`src/rtl/pulse_burst_gen.sv`:
```
// ============================================================================
// pulse_burst_gen : emits a start-requested burst of single-cycle pulses on x,
//                   spaced by GAP idle cycles, flagging GROUP-modulo rollovers.
// Revision: 1.0
// ============================================================================
`default_nettype none

module pulse_burst_gen #(
    parameter int COUNT_W = 8,
    parameter int GAP     = 1,
    parameter int GROUP   = 4
) (
    input  logic               clk,
    input  logic               reset,
    input  logic               start,
    input  logic [COUNT_W-1:0] count,
    output logic               ready,
    output logic               busy,
    output logic               x,
    output logic               wrap,
    output logic               done,
    output logic [COUNT_W-1:0] sent
);

    localparam int GAP_W = ($clog2(GAP + 1) > 0) ? $clog2(GAP + 1) : 1;
    localparam int GRP_W = $clog2(GROUP);
    localparam logic [GAP_W-1:0] GAP_LAST = GAP_W'((GAP > 0) ? GAP - 1 : 0);

    typedef enum logic [1:0] {
        S_IDLE  = 2'd0,
        S_PULSE = 2'd1,
        S_GAP   = 2'd2,
        S_DONE  = 2'd3
    } state_t;

    state_t             state_q, state_d;
    logic [COUNT_W-1:0] rem_q, rem_d;
    logic [COUNT_W-1:0] sent_q, sent_d;
    logic [GAP_W-1:0]   gap_q, gap_d;
    logic               ready_q, ready_d;
    logic               busy_q, busy_d;
    logic               x_q, x_d;
    logic               wrap_q, wrap_d;
    logic               done_q, done_d;

    // Counters advance on the edge that enters a pulse cycle, so the
    // registered sent/wrap already describe the pulse being shown on x.
    always_comb begin
        state_d = state_q;
        rem_d   = rem_q;
        sent_d  = sent_q;
        gap_d   = gap_q;
        case (state_q)
            S_IDLE: begin
                if (start) begin
                    if (count == '0) begin
                        state_d = S_DONE;
                        sent_d  = '0;
                    end else begin
                        state_d = S_PULSE;
                        rem_d   = count - COUNT_W'(1);
                        sent_d  = COUNT_W'(1);
                    end
                end
            end
            S_PULSE: begin
                if (rem_q == '0) begin
                    state_d = S_DONE;
                end else if (GAP == 0) begin
                    rem_d  = rem_q - COUNT_W'(1);
                    sent_d = sent_q + COUNT_W'(1);
                end else begin
                    state_d = S_GAP;
                    gap_d   = GAP_LAST;
                end
            end
            S_GAP: begin
                if (gap_q == '0) begin
                    state_d = S_PULSE;
                    rem_d   = rem_q - COUNT_W'(1);
                    sent_d  = sent_q + COUNT_W'(1);
                end else begin
                    gap_d = gap_q - GAP_W'(1);
                end
            end
            S_DONE: begin
                state_d = S_IDLE;
            end
            default: begin
                state_d = S_IDLE;
            end
        endcase
    end

    always_comb begin
        x_d     = (state_d == S_PULSE);
        wrap_d  = x_d && (sent_d[GRP_W-1:0] == '0);
        ready_d = (state_d == S_IDLE);
        busy_d  = (state_d == S_PULSE) || (state_d == S_GAP);
        done_d  = (state_d == S_DONE);
    end

    always_ff @(posedge clk) begin
        if (reset) begin
            state_q <= S_IDLE;
            rem_q   <= '0;
            sent_q  <= '0;
            gap_q   <= '0;
            ready_q <= 1'b1;
            busy_q  <= 1'b0;
            x_q     <= 1'b0;
            wrap_q  <= 1'b0;
            done_q  <= 1'b0;
        end else begin
            state_q <= state_d;
            rem_q   <= rem_d;
            sent_q  <= sent_d;
            gap_q   <= gap_d;
            ready_q <= ready_d;
            busy_q  <= busy_d;
            x_q     <= x_d;
            wrap_q  <= wrap_d;
            done_q  <= done_d;
        end
    end

    assign ready = ready_q;
    assign busy  = busy_q;
    assign x     = x_q;
    assign wrap  = wrap_q;
    assign done  = done_q;
    assign sent  = sent_q;

endmodule

`default_nettype wire

```
`config.mk`:
```
export PLATFORM = sky130hd
export DESIGN_NAME = pulse_burst_gen
export DESIGN_NICKNAME = d
export VERILOG_FILES = /design/src/rtl/pulse_burst_gen.sv
export SDC_FILE = /design/constraint.sdc
export NUM_CORES = 1
export LEC_CHECK = 0
export ABC_CLOCK_PERIOD_IN_PS = 2100
export CAP_MARGIN = 15
export CORE_UTILIZATION = 45
export CTS_BUF_LIST = sky130_fd_sc_hd__clkbuf_16
export DETAILED_ROUTE_END_ITERATION = 8
export HOLD_SLACK_MARGIN = 0.1
export PLACE_DENSITY = 0.77
export SLEW_MARGIN = 20
export SYNTH_ARGS = -nofsm -noshare
export SYNTH_HDL_FRONTEND = slang
export SYNTH_SLANG_ARGS = --single-unit
```
`constraint.sdc`:
```
create_clock -name clk -period 2.1 [get_ports clk]
set_input_delay 0.42 -clock clk [delete_from_list [all_inputs] [get_ports clk]]
set_output_delay 0.42 -clock clk [all_outputs]
set_load 0.01 [all_outputs]
```
* Word level (Yosys, flattened, before mapping)
Cells that the tools add are included.
Storage, ports and cells: input port bits 11, register bits after elaboration 24, output and inout port bits 13
Operators by class: reductions and logical operators 12, add/sub/neg operators 4, equality and inequality tests 10, muxes and demuxes 16
Operators by type and width (number):
- $mux 8 | 5
- $pmux 8 s2 | 2
- $logic_not 8->1 | 2
- $sub 8x1->8 const B | 2
- $add 8x1->8 const B | 1
- $eq 2x2->1 const B | 4
- $ne 2x2->1 const B | 4
- $pmux 2 s4 | 1
- $logic_not 2->1 | 3
- $mux 2 | 3
- $eq 2x1->1 const B | 2
- $mux 1 | 4
- $reduce_and 4->1 | 1
- $reduce_bool 2->1 | 2
- $reduce_and 3->1 | 1
- $pmux 1 s2 | 1
- $reduce_and 2->1 | 1
- $logic_and 1x1->1 | 1
- $logic_or 1x1->1 | 1
- $sub 1x1->1 const B | 1

* Logic depth before layout (Yosys ltp)
Gate-level depths: netlist of run 1.
depth in word-level cells 6, mapped depth 10, gate-level depth less buffers 8

* Worst setup path before layout of run 1
No wires, ideal clock.
path kind reg2reg, from register state_q[0], to register rem_q[6], library setup time 132 ps, clock period less this slack 2187 ps, buffers on the path 2, path slack -87 ps, cell stages (with the launch flop) 11, data arrival time 2055 ps, required time 1968 ps, cell sequence dfxtp_1 -> nand2b_1 -> buf_4 -> clkbuf_1 -> mux2i_1 -> ha_1 -> inv_1 -> a211oi_1 -> and3_1 -> a2bb2oi_1 -> a31oi_1
On the way: cells in the longest elaborated chain, start to end 3, elaborated cells on any way between the ends 8
Ends and longest elaborated chain:
- start, declared | RTL line 36 | state_t state_q, state_d;
- start signal, assigned | RTL line 115 | state_q <= state_d;
- $eq 2x2->1 / $logic_not 2->1 (equally long branches) | RTL line 53 | case (state_q)
- $ne 2x2->1 (no line) / $reduce_bool 2->1 (equally long branches)
- $reduce_and 4->1 (no line)
- end signal, assigned | RTL line 116 | rem_q <= rem_d;
- end, declared | RTL line 37 | logic [COUNT_W-1:0] rem_q, rem_d;
Several ways; a longest one is shown, not always the timed one. A chain may end at the register's enable or synchronous reset.

* Final worst setup path of run 1
from input count[6], to register wrap_q, in the netlist wrap
On the way: cells in the longest elaborated chain, start to end 6, elaborated cells on any way between the ends 10
Ends and longest elaborated chain:
- start, declared | RTL line 16 | input logic [COUNT_W-1:0] count,
- $logic_not 8->1 | RTL line 56 | if (count == '0) begin
- $mux 2 | RTL line 56
- $mux 2 | RTL line 55 | if (start) begin
- $pmux 2 s4 | RTL line 53
- $eq 2x1->1 | RTL line 96 | x_d = (state_d == S_PULSE);
- via x_d | RTL line 42 | logic x_q, x_d;
- $logic_and 1x1->1 | RTL line 97 | wrap_d = x_d && (sent_d[GRP_W-1:0] == '0);
- end signal, assigned | RTL line 122 | wrap_q <= wrap_d;
- end, declared | RTL line 43 | logic wrap_q, wrap_d;
The timed path passes the listed nets, and every way through them passes these cells. The select of a mux whose other input is x is not followed.

==> reports/results.ini, run 1 <==
[sta]
tightest_slew_ns=0.467
finalCritPeriodShare_pct=93.7
holdWs_ns=0.513
slew_violations=0
setup_viol=0
period_needed_ns=1.97
grt_setup_unrepaired=no
skew_ns=0.00319
fmax_mhz=508
slew_headroom_pct=68.4
hold_viol=0

[detailed_routing]
top_layer=met4
routedWlPerCell_um=15.0
drc=0
vias=1476
drtIter0Drc=76
wirelength_met1_um=1730
dr_wl_met3_um=217
dr.pass1.iters=4
ant_nets=0
wl_met2_um=1840
routed_via_density=5.77
routed_wl_um=3850

[setup_path]
critPathArrivalTime_ns=2.13
r2r-start=state_q[1]
critical_path_class=in -> reg
crit_path_start_kind=input pin
rrSetupSlack_ns=0.20
worstReg2RegEnd=ready
end_kind=flip-flop
rr_worst_depth=7
cp_max_fo=4
crit_required_ns=2.26

[pwr]
powerDensity_nw_per_um2=645
p_leak_nw=0.798
power_mw=1.26
ir_worst_vdd_mv=0.558

[grt]
grt_pass1_wl_um=6530
grt_usage_pct=25.4
antenna_found_initial=0
grt-ovfl-total=0
grt_max_degree=17
grt_pass1_vias=1403

[placement]
dp_hpwl_um=2930
gp_congestion=0.931
dpl.cell_count=252
io_buffers=23

[logic_synthesis]
yosysWarnings=0
synth-async-reset-ratio_pct=0
synthDistinctLibCells=48
synth_edf_count=0
synth.ff_latch_count=23
synthCells=166
syn_area_um2=1420
syn-num-nets=182
syn_avg_cell_area_um2=8.54
synth_top_area_share_pct=32.5
synth_most_common_cell=dfxtp_1
synth_top_area_cell=dfxtp_1
ys_top_cells_by_count=dfxtp_1 (23), nor2_1 (14), nand2_1 (13), a21oi_1 (11), o21ai_0 (8)
synth-seq-area-share_pct=32.5
synthFlopType=dfxtp_1
synth_area_leaders=dfxtp_1 (32%), ha_1 (4.4%), a21oi_1 (3.9%)

[cts]
cts_buffers=3
numClockSinks=23
cts_max_level=1
post_cts_buffers=0
clock_latency_ns=0.26
cts_tree=yes
cts-root-buf=clkbuf_16
cts_hold_buffers=0
cts.path.max_buffers=2
clk_pin_slew_ns=0.06

[hold_path]
hp-start=rem_q[4]
min_path_cells=2
holdPathEnd=rem_q[4]
min_path_type=reg -> reg

[layout]
drive_above_1_share_pct=21.7
nets=229
diodes=0
stdcell_count=256
fin_util_pct=64.6
syn_to_final_growth_pct=38.0

[floorplanning]
rows=20
dieWidth_um=58.1
core_region_area_um2=3030
initial_utilization_pct=46.8
top_level_ports=24
die_area_um2=3380
die_h_um=58.1

[job]
drv_cap=0

[status]
status=completed

## logic make-up (layout without fill, tap and decap cells)
| family | Yosys count | count (layout) | share of synthesized area, % |
|---|---|---|---|
| AOI/OAI and AO/OA | 51 | 51 | 26.3 |
| adders and majority gates | 5 | 5 | 4.41 |
| buffers and inverters | 14 | 60 | 5.03 |
| DFF | 23 | 23 | 32.5 |
| muxes | 5 | 5 | 4.41 |
| and+or+nand+nor | 68 | 68 | 27.4 |
## what timing repair did
action | in CTS | in global routing
endpoints found under the setup margin | 3 | 4
pin swaps | 2 | 2
gates resized for setup | 3 | 7
## through the flow
stage | area [µm²] | TNS [ns] | setup slack, ns
2_1_floorplan | 1420 | 0 | 0.0190
3_3_place_gp | 1860 | -1.15 | -0.293
3_5_place_dp | 1860 | -1.61 | -0.343
4_1_cts | 1940 | 0 | 0.0478
5_1_grt | 1960 | 0 | 0.0193
6_report | 1960 | 0 | 0.133
## metal layers
| metal | up-vias | global-route usage [%] |
|---|---|---|
| li1 | 719 | - |
| met1 | 711 | 33.4 |
| met2 | 39 | 41.2 |
| met3 | 7 | 6.03 |
| met4 | 0 | 7.82 |
| met5 | - | 0 |
## critical path: stages
cell	delay [ns]
clkdlybuf4s50_1	0.42
nor2_1	0.23
and3_4	0.23
a21oi_1	0.06
or2_4	0.25
ha_1	0.21
nor2b_1	0.14
and3_1	0.17
## sequential cells by signal, summed over array words and instances (netlist names)
register,flops
busy,1
done,1
ready,1
rem_q,8
sent,8
state_q,2
wrap,1
x,1
## where the power goes
group | switching (mW) | leakage (nW) | internal, mW
logic | 0.170 | 0.573 | 0.168
registers | 0.0281 | 0.188 | 0.468
clock network | 0.170 | 0.0371 | 0.259
## placed cells by master (no fill, tap or decap), types with 5 or more instances in the layout
master,synthesis,layout
dfxtp_1,23,23
a21oi_1,11,11
and3_1,6,5
buf_4,3,27
nand2_1,13,13
clkdlybuf4s50_1,0,19
inv_1,6,6
o21ai_0,8,8
nor2_1,14,14
a31oi_1,5,5
nor3_1,6,6
## layout make-up
cell class,count,area (µm²)
clock buffers,3,75.1
clock inverters,1,7.51
inverters,6,22.5
fillers,255,1070
multi-input cells,129,905
repair buffers,50,432
flip-flops and latches,23,460
well taps,44,55.1
## worst max-delay path by stage
stage                    start       end  slack [ns]  cells past startpoint
finish                count[6]      wrap        0.13                      8
global route          count[6]      wrap        0.02                      8
CTS                 state_q[0]  rem_q[6]        0.05                      9
detailed placement    count[7]      wrap       -0.34                      8
global placement      count[7]      wrap       -0.29                      8
floorplan           state_q[0]  rem_q[6]        0.02                     10
(Power assumes the default switching activity.)
==> run 2: changes to the inputs <==
--- a/config.mk
+++ b/config.mk
@@ -12,6 +12,7 @@
 export DETAILED_ROUTE_END_ITERATION = 8
 export HOLD_SLACK_MARGIN = 0.1
 export PLACE_DENSITY = 0.77
+export RECOVER_POWER = 100
 export SLEW_MARGIN = 20
 export SYNTH_ARGS = -nofsm -noshare
 export SYNTH_HDL_FRONTEND = slang
==> run 2 against run 1 <==
Clock-buffer cell count unchanged. Critical path depth decreased by 1. Sequential power about the same. Register-to-register slack got worse by 0.10 ns. Global-route usage unchanged. Die area unchanged. Sequential share of layout area increased by 0.46 points. Core utilization decreased by 1.2 points. Critical path type is now reg -> reg. Largest cell class unchanged.
==> reports/results.ini, run 2 (synthesized netlist as in run 1, its figures left out) <==
[sta]
fin_ws_ns=0.0970
skew_ns=0.00323
period_needed_ns=2.00
fmax_mhz=499
slew_violations=0
tightest_slew_ns=0.468
slew_headroom_pct=68.3
holdWs_ns=0.514
finalCritPeriodShare_pct=95.4
grt_setup_unrepaired=no
hold_viol=0
setup_viol=0

[detailed_routing]
ant_nets=0
routed_wl_um=3900
routedWlPerCell_um=15.2
vias=1466
routed_via_density=5.73
drc=0
drtIter0Drc=65
dr.pass1.iters=4

[floorplanning]
die_h_um=58.1
core_region_area_um2=3030
initial_utilization_pct=46.8
rows=20
die_area_um2=3380
top_level_ports=24
dieWidth_um=58.1

[layout]
nets=229
final_cell_mix=dfxtp_1 (23), buf_4 (22), nor2_1 (14), dlygate4sd3_1 (14), nand2_1 (13)
drive_above_1_share_pct=19.3
final_common_cell=dfxtp_1
syn_to_final_growth_pct=35.4
fin_util_pct=63.4
diodes=0
stdcell_count=256

[cts]
cts-root-buf=clkbuf_16
clk_pin_slew_ns=0.06
numClockSinks=23
cts_buffers=3
post_cts_buffers=0
cts_hold_buffers=0
cts_tree=yes
clock_latency_ns=0.26
cts.path.max_buffers=2
cts_max_level=1

[status]
status=completed

[setup_path]
crit_path_start_kind=flip-flop
cp_max_fo=14
crit_required_ns=2.25
end_kind=flip-flop
critical_path_class=reg -> reg
critPathArrivalTime_ns=2.15

[job]
drv_cap=0

[placement]
gp_congestion=0.931
dpl.cell_count=252
dp_hpwl_um=2930
pre_cts_ws_ns=-0.343
io_buffers=23

[grt]
grt_pass1_wl_um=6530
grt_usage_pct=25.4
grt_max_degree=17
grt-ovfl-total=0
antenna_found_initial=0
grt_pass1_vias=1403

[pwr]
p_leak_nw=0.824
ir_worst_vdd_mv=0.554
powerDensity_nw_per_um2=650

[hold_path]
min_path_type=reg -> reg

-- run 2: path summary, 6_finish.rpt --
path | end | cells after the start | slack, ns | start
max reg2reg | ready | 7 | 0.1 | state_q[1]
min | rem_q[4] | 2 | 0.51 | rem_q[4]
max | ready | 7 | 0.1 | state_q[1]
min reg2reg | rem_q[4] | 2 | 0.51 | rem_q[4]
-- run 2: critical path, stage by stage, from the launching register on --
cell and delay (ns):
dfxtp_1 0.33, clkbuf_2 0.23, or2_2 0.34, nor3_1 0.19, a31oi_1 0.16, clkbuf_4 0.19, ha_1 0.17, or2_2 0.27
-- run 2: power breakdown --
group	internal (mW)	total, mW	leakage (nW)	switching [mW]
sequential	0.468	0.496	0.188	0.0278
clock	0.259	0.428	0.0371	0.169
combinational	0.155	0.323	0.599	0.168
total	0.882	1.25	0.824	0.365
-- run 2: timing repair --
item                       4_1_cts  5_1_grt
gates resized for setup          3        7
setup endpoints to repair        3        4
pin swaps                        2        2
-- run 2: through the flow --
stage | power [mW] | TNS (ns) | area (µm²)
final | 1.25 | 0 | 1920
after global routing | 1.31 | 0 | 1920
after CTS | 1.26 | 0 | 1940
after detailed placement | 0.835 | -1.61 | 1860
after global placement | 0.824 | -1.15 | 1860
after floorplan | 0.683 | 0 | 1420
-- run 2: final cells by class --
cell class / count / area [µm²]
tap: 44 / 55.1
inverter: 6 / 22.5
fill: 265 / 1110
sequential: 23 / 460
multi-input combinational: 129 / 881
timing repair buffer: 50 / 418
clock inverter: 1 / 7.51
clock buffer: 3 / 75.1
-- run 2: layer usage --
layer  vias up  global-route usage, %  wire length (µm)
met5         -                      0                 0
li1        717                      -                 -
met2        49                   41.2              1870
met1       693                   33.4              1740
met3         7                   6.03               220
met4         0                   7.82                59
==> run 3: changes to the inputs <==
--- a/config.mk
+++ b/config.mk
@@ -10,6 +10,7 @@
 export CORE_UTILIZATION = 45
 export CTS_BUF_LIST = sky130_fd_sc_hd__clkbuf_16
 export DETAILED_ROUTE_END_ITERATION = 8
+export GPL_TIMING_DRIVEN = 0
 export HOLD_SLACK_MARGIN = 0.1
 export PLACE_DENSITY = 0.77
 export RECOVER_POWER = 100
==> run 3 against run 2 <==
Sequential power is 0.8% higher. Clock skew hardly changed. Worst hold slack better by 0.015 ns. Critical path depth rose by 1. Global-route usage decreased by 1.2 points. Clock-buffer cell count unchanged. Final cell count decreased by 3.9%. Non-clock buffer count shrank 10. Clock power barely moved. Worst setup slack worse by 0.043 ns. First-iteration DRC count increased by 45%. Die area did not move.
==> reports/results.ini, run 3 (synthesized netlist as in run 1, its figures left out) <==
[sta]
setup_viol=0
slew_headroom_pct=63.0
skew_ns=0.00283
fin_ws_ns=0.0541
period_needed_ns=2.05
fmax_mhz=489
slew_violations=0
finalCritPeriodShare_pct=97.4
tightest_slew_ns=0.547
hold_viol=0
tns_ns=0

[setup_path]
critical_path_class=in -> reg
crit_top_cell=and3_1
critPathArrivalTime_ns=2.20
crit_required_ns=2.26
crit_family=simple AND/OR/NAND/NOR gates
cp_max_fo=4
worst-path-stages=8
crit_chain=dlygate4sd2_1, nor4_4, and3_1, a21oi_1, or2_2, ha_1, nor2b_1, and3_1
cpPeakStageDelay_ns=0.34
crit_path_start_kind=input pin
rr_worst_depth=10
path_buf_inv=1
end_kind=flip-flop
slowest_stage=nor4_4

[floorplanning]
rows=20
core_region_area_um2=3030
dieWidth_um=58.1
initial_utilization_pct=46.8
die_area_um2=3380
die_h_um=58.1
top_level_ports=24

[layout]
diodes=0
drive_above_1_share_pct=20.8
syn_to_final_growth_pct=36.5
nets=219
final_common_cell=dfxtp_1
fin_util_pct=63.9
final_cell_mix=dfxtp_1 (21), nand2_1 (13), dlygate4sd3_1 (13), nor2_1 (12)

[grt]
use_met1_pct=32.1
busiest_layer=met2
grt_pass1_vias=1359
grtUsageMet3_pct=4.91
use_met2_pct=38.8
grt_usage_pct=24.2
grt-ovfl-total=0
grt_pass1_wl_um=6340
grt_max_degree=15
antenna_found_initial=0

[cts]
cts_hold_buffers=0
clk_pin_slew_ns=0.06
cts.path.max_buffers=2
cts_buffers=3
cts_tree=yes
numClockSinks=23
cts_max_level=1
cts-root-buf=clkbuf_16
clock_latency_ns=0.26

[detailed_routing]
ant_nets=0
routed_wl_um=3920
drc=0
routedWlPerCell_um=15.9
dr.pass1.iters=4
drtIter0Drc=94
vias=1448
routed_via_density=5.89

[pwr]
power_mw=1.25
p_leak_nw=0.791
powerDensity_nw_per_um2=645
ir_worst_vdd_mv=0.509

[hold_path]
min_path_cells=2
min_path_type=reg -> reg

[placement]
dp_hpwl_um=2710
gp_congestion=0.922
pre_cts_ws_ns=-0.541
io_buffers=22

[job]
drv_cap=0

[status]
status=completed

==> run 3: changes by cell type in the layout (fill, tap and decap cells not counted), sizes merged <==
cell / change
clkbuf: +1
clkdlybuf4s50: -2
buf: -10
dlygate4sd3: -1
dlygate4sd2: +1
dlymetal6s2s: +1
==> run 3: worst paths after layout <==
kind	start	to	slack, ns
setup reg to reg	state_q[0]	rem_q[6]	0.06
setup / recovery	count[0]	wrap	0.05
hold / removal	sent[5]	sent[5]	0.53
hold reg to reg	sent[5]	sent[5]	0.53
==> run 3: area by class of cell <==
cell class,instances,area (µm²)
multi-input combinational,129,947
clock buffer,3,75.1
timing repair buffer,32,295
tap,44,55.1
buffer,8,67.6
clock inverter,1,7.51
fill,251,1090
inverter,6,25.0
sequential,23,463
==> run 3: metal layers <==
layer,share of wire [%],vias to the layer above
met5,0,-
met3,4.8,7
met1,46,698
li1,-,698
met2,48,45
met4,1.3,0
==> run 3: power breakdown <==
part	switching [mW]	internal, mW	total (mW)
combinational	0.174	0.148	0.322
sequential	0.0311	0.469	0.500
clock	0.167	0.259	0.426
total	0.372	0.876	1.25
==> run 3: worst min-delay path, delay by kind of cell, from the launching register on <==
family / cells / cell delay (ns)
flip-flops: 1 / 0.35
AND/OR/NAND/NOR: 1 / 0.08
AO/OA/AOI/OAI: 1 / 0.05
==> run 3: what timing repair did <==
item | CTS | global route
pin swaps | 5 | 5
setup endpoints to repair | 8 | 3
gates resized for setup | 18 | 9
setup buffers | 8 | 2
==> run 3: metrics by stage <==
stage | cell area [µm²] | hold WS, ns | cells
2_1_floorplan | 1420 | 0.473 | 166
3_3_place_gp | 1690 | 0.499 | 232
3_5_place_dp | 1690 | 0.514 | 232
4_1_cts | 1890 | 0.525 | 244
5_1_grt | 1940 | 0.549 | 246
6_report | 1940 | 0.529 | 246
